<file path="src/rtl/ysyx_23060201_pkg.sv">
// rtl/ysyx_23060201_pkg.sv - IFU shared types and constants
package ysyx_23060201_pkg;

   typedef enum logic [1:0] {
      REQ  = 2'd0,
      WAIT = 2'd1,
      HOLD = 2'd2
   } ifu_state_e;

   localparam logic [1:0] RESP_OKAY = 2'b00;

   localparam logic [31:0] DEFAULT_RESET_PC = 32'h8000_0000;

endpackage

</file>
<file path="src/rtl/ysyx_23060201_ifu_fifo.sv">
// rtl/ysyx_23060201_ifu_fifo.sv - registered-output instruction buffer with synchronous flush
module ysyx_23060201_ifu_fifo #(
   parameter int WIDTH = 65,
   parameter int DEPTH = 2,
   localparam int AW = (DEPTH > 1) ? $clog2(DEPTH) : 1,
   localparam int CW = $clog2(DEPTH + 1)
) (
   input  logic             clk,
   input  logic             rst_n,
   input  logic             flush,
   input  logic             push,
   input  logic [WIDTH-1:0] push_data,
   input  logic             pop,
   output logic             valid,
   output logic [WIDTH-1:0] head,
   output logic [CW-1:0]    count
);

   logic [WIDTH-1:0] mem [DEPTH];
   logic [AW-1:0]    wr_ptr;
   logic [AW-1:0]    rd_ptr;

   function automatic logic [AW-1:0] bump(input logic [AW-1:0] p);
      return (p == AW'(DEPTH - 1)) ? '0 : p + AW'(1);
   endfunction

   always_ff @(posedge clk) begin
      if (!rst_n || flush) begin
         wr_ptr <= '0;
         rd_ptr <= '0;
         count  <= '0;
      end else begin
         if (push) wr_ptr <= bump(wr_ptr);
         if (pop)  rd_ptr <= bump(rd_ptr);
         count <= count + CW'(push) - CW'(pop);
      end
   end

   // Storage needs no reset: head is only meaningful while valid.
   always_ff @(posedge clk) begin
      if (push && !flush) mem[wr_ptr] <= push_data;
   end

   assign valid = (count != '0);
   assign head  = mem[rd_ptr];

endmodule

</file>
<file path="src/rtl/ysyx_23060201_ifu_hs.sv">
// rtl/ysyx_23060201_ifu_hs.sv - handshaked instruction fetch unit; IFU_RRESP_CHK_EN enables fault halt
module ysyx_23060201_ifu_hs
   import ysyx_23060201_pkg::*;
#(
   parameter int ADDR_WIDTH = 32,
   parameter int DATA_WIDTH = 32,
   parameter logic [ADDR_WIDTH-1:0] RESET_PC = ADDR_WIDTH'(DEFAULT_RESET_PC),
   parameter int FIFO_DEPTH = 2
) (
   input  logic                  clk,
   input  logic                  rst_n,
   input  logic                  redirect_valid,
   input  logic [ADDR_WIDTH-1:0] redirect_pc,
   output logic                  arvalid,
   input  logic                  arready,
   output logic [ADDR_WIDTH-1:0] araddr,
   input  logic                  rvalid,
   output logic                  rready,
   input  logic [DATA_WIDTH-1:0] rdata,
   input  logic [1:0]            rresp,
   output logic                  out_valid,
   input  logic                  out_ready,
   output logic [ADDR_WIDTH-1:0] out_pc,
   output logic [DATA_WIDTH-1:0] out_inst,
   output logic                  out_fault
);

   localparam int EW = ADDR_WIDTH + DATA_WIDTH + 1;
   localparam int CW = $clog2(FIFO_DEPTH + 1);

   ifu_state_e            state, state_next;
   logic [ADDR_WIDTH-1:0] fetch_pc, fetch_pc_next;
   logic [ADDR_WIDTH-1:0] ar_pc;
   logic                  drop;
   logic                  halt, halt_next;
   logic                  ar_hs, r_hs, push, pop, rsp_fault, slot_free;
   logic [CW-1:0]         count, count_next;
   logic [EW-1:0]         head;
   logic                  head_fault;

`ifdef IFU_RRESP_CHK_EN
   assign rsp_fault = (rresp != RESP_OKAY);
`else
   logic unused_rresp;
   assign unused_rresp = ^rresp;
   assign rsp_fault    = 1'b0;
`endif

   assign arvalid = (state == REQ);
   assign rready  = (state == WAIT);
   assign araddr  = ar_pc;
   assign ar_hs   = arvalid && arready;
   assign r_hs    = rvalid && rready;
   // A redirect flushes, so neither a stale response nor the head dequeue survives it.
   assign push    = r_hs && !drop && !redirect_valid;
   assign pop     = out_valid && out_ready && !redirect_valid;

   assign count_next = redirect_valid ? '0 : count + CW'(push) - CW'(pop);
   assign slot_free  = (count_next < CW'(FIFO_DEPTH));
   assign halt_next  = redirect_valid ? 1'b0 : (halt || (push && rsp_fault));

   always_comb begin
      fetch_pc_next = fetch_pc;
      if (redirect_valid)
         fetch_pc_next = redirect_pc & ~ADDR_WIDTH'(3);
      else if (push)
         fetch_pc_next = fetch_pc + ADDR_WIDTH'(4);
   end

   always_comb begin
      state_next = state;
      unique case (state)
         REQ:  if (ar_hs) state_next = WAIT;
         WAIT: if (r_hs)  state_next = (slot_free && !halt_next) ? REQ : HOLD;
         HOLD: if (slot_free && !halt_next) state_next = REQ;
         default: state_next = HOLD;
      endcase
   end

   always_ff @(posedge clk) begin
      if (!rst_n) begin
         state    <= HOLD;
         fetch_pc <= RESET_PC;
         ar_pc    <= RESET_PC;
         drop     <= 1'b0;
         halt     <= 1'b0;
      end else begin
         state    <= state_next;
         fetch_pc <= fetch_pc_next;
         halt     <= halt_next;
         // The address is latched on entry to REQ so a redirect cannot move a pending AR.
         if (state_next == REQ && state != REQ)
            ar_pc <= fetch_pc_next;
         if (redirect_valid)
            drop <= (state == REQ) || (state == WAIT && !r_hs);
         else if (r_hs)
            drop <= 1'b0;
      end
   end

   ysyx_23060201_ifu_fifo #(
      .WIDTH (EW),
      .DEPTH (FIFO_DEPTH)
   ) u_fifo (
      .clk       (clk),
      .rst_n     (rst_n),
      .flush     (redirect_valid),
      .push      (push),
      .push_data ({ar_pc, rdata, rsp_fault}),
      .pop       (pop),
      .valid     (out_valid),
      .head      (head),
      .count     (count)
   );

   assign {out_pc, out_inst, head_fault} = head;
   assign out_fault = out_valid && head_fault;

endmodule

</file>
<file path="config.mk">
export PLATFORM = sky130hd
export DESIGN_NAME = ysyx_23060201_ifu_hs
export DESIGN_NICKNAME = d
export VERILOG_FILES = /design/src/rtl/ysyx_23060201_pkg.sv /design/src/rtl/ysyx_23060201_ifu_fifo.sv /design/src/rtl/ysyx_23060201_ifu_hs.sv
export SDC_FILE = /design/constraint.sdc
export NUM_CORES = 1
export LEC_CHECK = 0
export CORE_UTILIZATION = 40
export CTS_CLUSTER_DIAMETER = 30
export DETAILED_ROUTE_END_ITERATION = 6
export GPL_ROUTABILITY_DRIVEN = 0
export PLACE_DENSITY = 0.65
export SETUP_SLACK_MARGIN = 0.3
export SYNTH_ARGS = -nofsm -noshare
export SYNTH_HDL_FRONTEND = slang
export SYNTH_SLANG_ARGS = --single-unit
</file>
<file path="constraint.sdc">
create_clock -name clk -period 10.8 [get_ports clk]
set_clock_uncertainty 0.1 [all_clocks]
set_input_delay 1.08 -clock clk [delete_from_list [all_inputs] [get_ports clk]]
set_output_delay 1.08 -clock clk [all_outputs]
set_load 0.02 [all_outputs]
</file>
# After elaboration in Yosys (flattened, before gate mapping)
# Memory sizes are Yosys's and may differ from the RTL's. A register that Yosys moved wholly into a read port is not among the register bits.
# Index checks and enable logic that the tools add are counted.
[classes] muxes=17 reduce_logical=23 addsub=5 div_mod_pow=0 eq_ne=2 n_shift=0 multipliers=0 magnitude_cmp=1 bitwise_logic=0
[op_table] cell="$mux W32" count=2
[op_table] cell="$add A32 B3 Y32 const B" count=1
[op_table] cell="$logic_and A1 B1 Y1" count=10
[op_table] cell="$mux W2" count=5
[op_table] cell="$mux W1" count=9
[op_table] cell="$pmux W2 S3" count=1
[op_table] cell="$reduce_bool A2 Y1" count=3
[op_table] cell="$logic_not A1 Y1" count=5
[op_table] cell="$logic_not A2 Y1" count=2
[op_table] cell="$add A1 B1 Y1 const B" count=2
[op_table] cell="$add A2 B1 Y2" count=1
[op_table] cell="$eq A2 B1 Y1 const B" count=1
[op_table] cell="$eq A2 B2 Y1 const B" count=1
[op_table] cell="$logic_or A1 B1 Y1" count=2
[op_table] cell="$lt A2 B2 Y1 const B" count=1
[op_table] cell="$sub A2 B1 Y2" count=1
[op_table] cell="$logic_and A1 B1 Y1 const B" count=1
[word_totals] input_bits=72 word_cells=57 rom_bits=0 n_memories=1 output_inout_bits=100 register_bits=72 ramBits=128 latchBits=0
[memory_table] memory="u_fifo.mem" words=2 word_bits=64 read_ports=1 rd_ports_with_merged_regs=1 wr=1 line_no="ysyx_23060201_ifu_fifo.sv:19" rtl="logic [WIDTH-1:0] mem [DEPTH];"

# Logic depth before layout (Yosys ltp)
# Gate-level depths: netlist of run 1.
[depth] depth_word=14 depth_mapped=14 mapped_depth_nobuf=11

# By module
# From an unflattened synthesis of run 1, not the netlist that was laid out.
[unflattened] cells_unflattened=597 area_unflattened_um2=8260.4
[by_module_without_submodules] mod="ysyx_23060201_ifu_fifo" area_per_inst_um2=5119.9 n_inst=1 cells_per_inst=224 seq_area_each_um2=4003.8
[by_module_without_submodules] mod="ysyx_23060201_ifu_hs" area_per_inst_um2=3140.5 n_inst=1 cells_per_inst=373 seq_area_each_um2=1361.3

# Worst setup path before layout of run 1
# No wires, ideal clock.
[synth_timing] path_type="input-to-reg" startpoint="in redirect_valid" endpoint="mem u_fifo.mem[0][0] in the netlist's numbering, enable pin" arrival_time_ns=6.077 path_buffers=3 required_ns=10.136 path_slack_ns=4.059 stages=4 setup_ns=0.564 cell_sequence="clkbuf_1 buf_2 buf_1 nor3_1"
[synth_via] elab_chain_len=5
[synth_rtl] element="from (decl)" line_no="ysyx_23060201_ifu_hs.sv:12" rtl="input logic redirect_valid,"
[synth_rtl] element="$logic_not A1 Y1 *" line_no="ysyx_23060201_ifu_fifo.sv:41, ysyx_23060201_ifu_hs.sv:55"
[synth_rtl] element="$logic_and A1 B1 Y1" line_no="ysyx_23060201_ifu_hs.sv:55" rtl="assign push = r_hs && !drop && !redirect_valid;"
[synth_rtl] element="$logic_and A1 B1 Y1 *" line_no="ysyx_23060201_ifu_fifo.sv:41" rtl="if (push && !flush) mem[wr_ptr] <= push_data;"
[synth_rtl] element="$mux W1 *" line_no="ysyx_23060201_ifu_fifo.sv:41"
[synth_rtl] element="$mux W1 (not written as such) *" line_no="ysyx_23060201_ifu_fifo.sv:41"
[synth_rtl] element="to (decl)" line_no="ysyx_23060201_ifu_fifo.sv:19"
# Every way passes the cells marked *; elsewhere a longest branch is shown, timed or not.

# Worst setup path after layout of run 1
[layout_timing] startpoint="in redirect_valid" endpoint="reg ar_pc[23], in the netlist araddr[23]"
[layout_via] elab_cells_between_ends=18 cone_classes="2 x add/sub; 1 x order compare; 8 x mux; 7 x reduce/logical"
[layout_rtl] element="$logic_not A1 Y1 *" line_no="ysyx_23060201_ifu_hs.sv:56" rtl="assign pop = out_valid && out_ready && !redirect_valid;"
[layout_rtl] element="$logic_and A1 B1 Y1 *" line_no="ysyx_23060201_ifu_hs.sv:56"
[layout_rtl] element="net pop" line_no="ysyx_23060201_ifu_hs.sv:36" rtl="logic ar_hs, r_hs, push, pop, rsp_fault, slot_free;"
[layout_rtl] element="$sub A2 B1 Y2 *" line_no="ysyx_23060201_ifu_hs.sv:58" rtl="assign count_next = redirect_valid ? '0 : count + CW'(push) - CW'(pop);"
[layout_rtl] element="$mux W2 *" line_no="ysyx_23060201_ifu_hs.sv:58"
[layout_rtl] element="$lt A2 B2 Y1 *" line_no="ysyx_23060201_ifu_hs.sv:59" rtl="assign slot_free = (count_next < CW'(FIFO_DEPTH));"
[layout_rtl] element="$logic_and A1 B1 Y1 *" line_no="ysyx_23060201_ifu_hs.sv:74, ysyx_23060201_ifu_hs.sv:75"
[layout_rtl] element="$mux W2 (2 in a row)" line_no="ysyx_23060201_ifu_hs.sv:74" rtl="WAIT: if (r_hs) state_next = (slot_free && !halt_next) ? REQ : HOLD;"
[layout_rtl] element="$pmux W2 S3 *" line_no="ysyx_23060201_ifu_hs.sv:72" rtl="unique case (state)"
[layout_rtl] element="$logic_not A2 Y1 *" line_no="ysyx_23060201_ifu_hs.sv:92" rtl="if (state_next == REQ && state != REQ)"
[layout_rtl] element="$logic_and A1 B1 Y1 *" line_no="ysyx_23060201_ifu_hs.sv:92"
[layout_rtl] element="to (signal assigned)" line_no="ysyx_23060201_ifu_hs.sv:93" rtl="ar_pc <= fetch_pc_next;"
[layout_rtl] element="to (decl)" line_no="ysyx_23060201_ifu_hs.sv:33" rtl="logic [ADDR_WIDTH-1:0] ar_pc;"
# Mark *: on every way through the listed nets, which the timed path passes. The rest lies on a longest branch.
# A chain may end at the register's enable or synchronous reset.

==> impl_metrics.json, run 1 <==
{
  "slew_violations": 0,
  "clkTransAtPathRegs_ns": 0.04,
  "core-area_sq_um": 19700,
  "max_cap_violations": 0,
  "end_kind": "flip-flop",
  "clockBufferDepth": 3,
  "portBuffers": 166,
  "syn_avg_cell_area_sq_um": 13.2,
  "period_share": 0.365,
  "clock_latency_ns": 0.50,
  "final_cell_mix": "clkdlybuf4s50_1 (165), edfxtp_1 (128), dfxtp_1 (72), mux2_2 (67)",
  "worstPathRequired_ns": 11.08,
  "crit_chain": "clkdlybuf4s50_1, buf_4, nor2_1, ha_1, inv_1, ha_1, xnor3_1, a21oi_1, a21o_1, buf_4, nand3_1, o31ai_1",
  "synth_area_leader_cell": "edfxtp_1",
  "postCtsResizedCells": 0,
  "hold_viol": 0,
  "initial_core_util": 0.414,
  "ios": 172,
  "finalWirelength_mm": 18.9,
  "finalSetupViolCount": 0,
  "cts_sinks": 201,
  "cts_setup_buffers": 0,
  "die_y_microns": 145,
  "areaGrowthSynthToFinish_pct": 38.2,
  "drtPass1Iterations": 5,
  "async_flop_share": 0,
  "fin_tns_setup_ns": 0,
  "crit_path_max_incr_delay_ns": 0.45,
  "synth_nets": 693,
  "ys_seq_area_frac": 0.650,
  "yosysUniqueCellTypes": 63,
  "ctsHoldBuffers": 0,
  "diodes": 0,
  "layout-drive-gt1-share": 0.180,
  "max-vdd-ir-drop_uv": 91.8,
  "ys_warn_count": 0,
  "fmax_ghz": 0.254,
  "hold_ws_ns": 0.340,
  "crit_path_max_fanout": 51,
  "nFillCells": 1583,
  "drt_iter0_markers": 286,
  "ys_seq_elements": 201,
  "post_drt_wl_per_cell_microns": 17.3,
  "critical_path_class": "input port to flip-flop",
  "dpl_worst_slack_ns": 6.34,
  "numCtsBuffers": 39,
  "synthFlopType": "edfxtp_1",
  "grt_pass1_vias": 5670,
  "cts_tree": "yes",
  "htreeDepth": 2,
  "p_per_area_nw_per_um2": 186,
  "yosys-top-cells-area": "edfxtp_1 (47%), dfxtp_1 (18%), mux2_2 (9.2%), nand3_1 (1.9%), nor2_1 (1.9%)",
  "final_nets": 871,
  "vias_per_cell": 5.23,
  "synth-edff-count": 128,
  "crit_path_top_delay_cell": "clkdlybuf4s50_1",
  "hp-class": "flip-flop to flip-flop",
  "grt_usage": 0.179,
  "dp_hpwl_mm": 12.2,
  "syn_area_sq_um": 8170,
  "die_w_microns": 145,
  "dieArea_sq_um": 21000,
  "max_slew_margin": 0.375,
  "worst_pin_slew_ns": 0.937,
  "mostFrequentLayoutCell": "clkdlybuf4s50_1",
  "grt_pass1_wl_mm": 28.8,
  "antenna_found_initial": 0,
  "synth_top_area_share": 0.471,
  "rsz0062_at_grt": "no",
  "syn_inst": 618,
  "setup_ws_ns": 6.86,
  "crit_arrival_ns": 4.22,
  "routed-via-count": 5703,
  "p_leak_nw": 3.98,
  "cts-root-buf": "clkbuf_16",
  "grt_overflow": 0,
  "grt_max_degree": 65,
  "status": "finished, final reports clean",
  "min_period_ns": 3.94,
  "drtAntennaViolNets": 0,
  "worst_setup_path_start_kind": "input port",
  "route.detailed.drc": 0,
  "std_cell_rows": 51
}
-- area by class of cell --
type / instances / area [sq um] / share of cell area
inverters: 10 / 37.5 / 0.00333
repair buffers: 174 / 1720 / 0.152
clock buffers: 48 / 1060 / 0.0941
well taps: 265 / 332 / 0.0294
flip-flops and latches: 201 / 5310 / 0.470
clock inverters: 23 / 186 / 0.0165
multi-input cells: 370 / 2650 / 0.234
-- synth_stat cells, types with 2 or more instances --
master	number
a211oi_1	2
a21boi_0	2
a21o_1	8
a21oi_1	12
a311oi_1	3
a31oi_1	3
a32o_1	2
and3_1	17
and4_1	7
and4_2	2
buf_1	3
buf_2	4
buf_4	2
buf_6	5
clkbuf_1	23
dfxtp_1	73
edfxtp_1	128
ha_1	3
inv_1	10
mux2_2	67
mux2i_1	5
nand2_1	27
nand2b_1	10
nand3_1	31
nand3b_1	2
nand4_1	10
nand4_2	2
nor2_1	41
nor2b_1	6
nor3_1	15
nor4_1	8
o211ai_1	2
o21a_1	3
o21ai_0	23
o31a_1	2
o31ai_1	14
or3_1	4
or4_1	3
or4_4	2
xnor2_1	7
xor2_1	3
-- state kept, by name, indices dropped and copies added, names as in the netlist, named ones only --
signal,count
u_fifo.mem,128
araddr,32
fetch_pc,32
state,2
u_fifo.count,2
drop,1
halt,1
u_fifo.rd_ptr,1
u_fifo.wr_ptr,1
-- final timing paths --
check,startpoint,to,slack (ns),cells after the start
hold reg to reg,halt,halt,0.34,2
setup / recovery,redirect_valid,araddr[23],6.86,12
setup reg to reg,state[0],araddr[23],7.68,9
hold / removal,halt,halt,0.34,2
-- metrics by stage --
| step | total power [W] | instances | utilization | cell area, sq um |
|---|---|---|---|---|
| after CTS | 0.00213 | 1091 | 0.572 | 11300 |
| final | 0.00210 | 1091 | 0.572 | 11300 |
| after global routing | 0.00218 | 1091 | 0.572 | 11300 |
| after global placement | 0.000993 | 1020 | 0.509 | 10000 |
| after detailed placement | 0.000997 | 1020 | 0.509 | 10000 |
| after floorplan | 0.000931 | 618 | - | 8170 |
-- report_power, final --
| part | leakage [nW] | switching (W) | total, W | internal, W |
|---|---|---|---|---|
| Clock | 0.591 | 0.000372 | 0.00112 | 0.000744 |
| Combinational | 1.64 | 0.0000602 | 0.000121 | 0.0000613 |
| Sequential | 1.75 | 0.0000220 | 0.000862 | 0.000840 |
-- cells by family after synthesis --
group,after synthesis,synth area share
buf+inv,47,0.0277
fa+ha+maj,3,0.00460
xor+xnor,11,0.0135
flops,201,0.650
simple gates,196,0.132
other cells,1,0.000459
mux,72,0.0985
compound gates,87,0.0738
-- per-layer routing --
layer | wire length [microns] | track usage | vias to the layer above
met3 | 1530 | 0.0487 | 24
met5 | 0 | 0 | -
met1 | 8050 | 0.216 | 2747
met2 | 9040 | 0.307 | 215
met4 | 265 | 0.0593 | 0
li1 | - | - | 2717
-- critical path: cells and delay by family --
kind            cells  cell delay [ns]
xor+xnor            1             0.24
buf+inv             4             1.34
simple gates        2             0.22
fa+ha+maj           2             0.46
compound gates      3             0.85
Power figures use the tool's default switching activity.
==> run 2, diff against run 1 <==
Settings changed: PLACE_DENSITY 0.65 to 0.68.
Clock period 10.8 ns to 3.6 ns, I/O delays scaled along.
==> run 2 against run 1 <==
Compared with the run above:
- via count up 1.7%
- die area is the same
- core utilization grew 1.5 points
- count of clock-buffer cells in the layout is 3 higher
- first-iteration DRC count increased by 5.2%
- combinational power rose to 3.1 times the previous value
- sequential power grew to 3.0 times the previous value
- cell area rose by 2.6%
- global-route usage grew 1.1 points
- critical path type is now flip-flop to flip-flop
- critical endpoint is now araddr[28]
- largest cell class unchanged
==> impl_metrics.json, run 2 (synthesized netlist as in run 1, its figures left out) <==
{
  "crit_path_max_incr_delay_ns": 0.47,
  "dp_cells": 1026,
  "grt_pass1_wl_mm": 30.8,
  "max-vdd-ir-drop_uv": 393,
  "crit_arrival_ns": 3.29,
  "fin_util": 0.587,
  "crit_path_max_fanout": 10,
  "routed-via-count": 5801,
  "period_share": 0.828,
  "power_w": 0.00692,
  "pwr-share-clk": 0.572,
  "grt_overflow": 0,
  "largest_reg_flops": 128,
  "diodes": 0,
  "worstPathRequired_ns": 3.91,
  "dp_hpwl_mm": 12.8,
  "mostFrequentLayoutCell": "clkdlybuf4s50_1",
  "post_drt_wl_per_cell_microns": 17.9,
  "clock_latency_ns": 0.51,
  "cts_setup_buffers": 0,
  "portBuffers": 166,
  "final_nets": 881,
  "clkTransAtPathRegs_ns": 0.05,
  "slew_violations": 0,
  "crit_chain": "or2_2, nand2_1, nor2_1, ha_1, inv_1, ha_1, xnor3_1, a21oi_1, a21oi_2, nand2_1, o31ai_1",
  "critical_path_class": "flip-flop to flip-flop",
  "max_slew_margin": 0.402,
  "internal_power_w": 0.00544,
  "p_seq_frac": 0.374,
  "core-area_sq_um": 19700,
  "worst_setup_path_start_kind": "flip-flop",
  "ios": 172,
  "drtAntennaViolNets": 0,
  "status": "finished, final reports clean",
  "finalWirelength_mm": 19.8,
  "hold_ws_ns": 0.158,
  "initial_core_util": 0.414,
  "wl_met2_mm": 9.39,
  "crit_path_top_delay_cell": "a21oi_2",
  "cts_sinks": 201,
  "min_period_ns": 2.98,
  "p_leak_nw": 4.12,
  "final_cell_mix": "clkdlybuf4s50_1 (164), edfxtp_1 (128), dfxtp_1 (72), mux2_2 (67), clkbuf_16 (44)",
  "rsz0062_at_grt": "no",
  "worst_pin_slew_ns": 0.897,
  "die_w_microns": 145,
  "dieArea_sq_um": 21000,
  "top_register": "u_fifo.mem",
  "hp-class": "input port to flip-flop",
  "layout-drive-gt1-share": 0.197,
  "power.switching_w": 0.00148,
  "pwr-share-comb": 0.054,
  "cts-root-buf": "clkbuf_16",
  "grt_usage": 0.189,
  "finalSetupViolCount": 0,
  "dr.max_layer_used": "met4",
  "route.detailed.drc": 0,
  "max_cap_violations": 0,
  "end_kind": "flip-flop",
  "met1Wirelength_mm": 8.37,
  "antenna_found_initial": 0,
  "drtPass1Iterations": 6,
  "met3WireLength_mm": 1.65,
  "hold_viol": 0,
  "cts_tree": "yes",
  "drt_iter0_markers": 301,
  "grt_max_degree": 65,
  "p_per_area_nw_per_um2": 597,
  "areaGrowthSynthToFinish_pct": 41.8,
  "clockBufferDepth": 3,
  "p_sw_frac": 0.214,
  "fin_tns_setup_ns": 0,
  "fmax_ghz": 0.336,
  "htreeDepth": 2,
  "std_cell_rows": 51,
  "die_y_microns": 145,
  "finalNonFillerCells": 1106,
  "numCtsBuffers": 43,
  "grt_pass1_vias": 5971,
  "vias_per_cell": 5.25
}
[run 2: path summary, 6_finish.rpt]
kind	start	end	slack [ns]	depth (start not counted)
setup / recovery	u_fifo.count[1]	araddr[28]	0.62	11
hold / removal	redirect_valid	u_fifo.wr_ptr	0.16	4
setup reg to reg	u_fifo.count[1]	araddr[28]	0.62	11
hold reg to reg	halt	halt	0.35	2
[run 2: layout make-up]
class                           count  area [sq um]
Clock buffer                       51          1130
Tap cell                          265           332
Sequential cell                   201          5310
Multi-Input combinational cell    370          2660
Inverter                           10          37.5
Timing Repair Buffer              180          1770
Fill cell                        1525          8130
Clock inverter                     29           354
[run 2: power by group through the flow]
stage                     clock network (W)  logic, W  registers, W
after floorplan                           0  0.000153       0.00264
after global placement                    0  0.000362       0.00262
after detailed placement                  0  0.000368       0.00263
after CTS                           0.00401  0.000373       0.00259
after global routing                0.00416  0.000400       0.00260
final                               0.00396  0.000371       0.00259
[run 2: layer usage]
layer | vias up | track usage
li1 | 2744 | -
met4 | 0 | 0.0643
met5 | - | 0
met3 | 37 | 0.0464
met2 | 244 | 0.323
met1 | 2776 | 0.233
[run 2: what timing repair did]
| action | 4_1_cts | 5_1_grt |
|---|---|---|
| hold buffers | 0 | 0 |
| resized for setup | 1 | 0 |
| endpoints found under the setup margin | 2 | 0 |
[run 2: critical path, delay by kind of cell (launching register included)]
kind / cells / cell delay, ns
buffers and inverters: 1 / 0.04
AND/OR/NAND/NOR: 4 / 0.84
AO/OA/AOI/OAI: 3 / 0.91
flip-flops: 1 / 0.30
XOR/XNOR: 1 / 0.22
adder cells (fa/ha/maj): 2 / 0.47
[run 2: metrics by stage]
step	worst slack, ns	instance area (sq um)
floorplan	0.364	8180
global placement	0.180	10100
detailed placement	0.0616	10100
CTS	0.605	11600
global route	0.445	11600
finish	0.620	11600
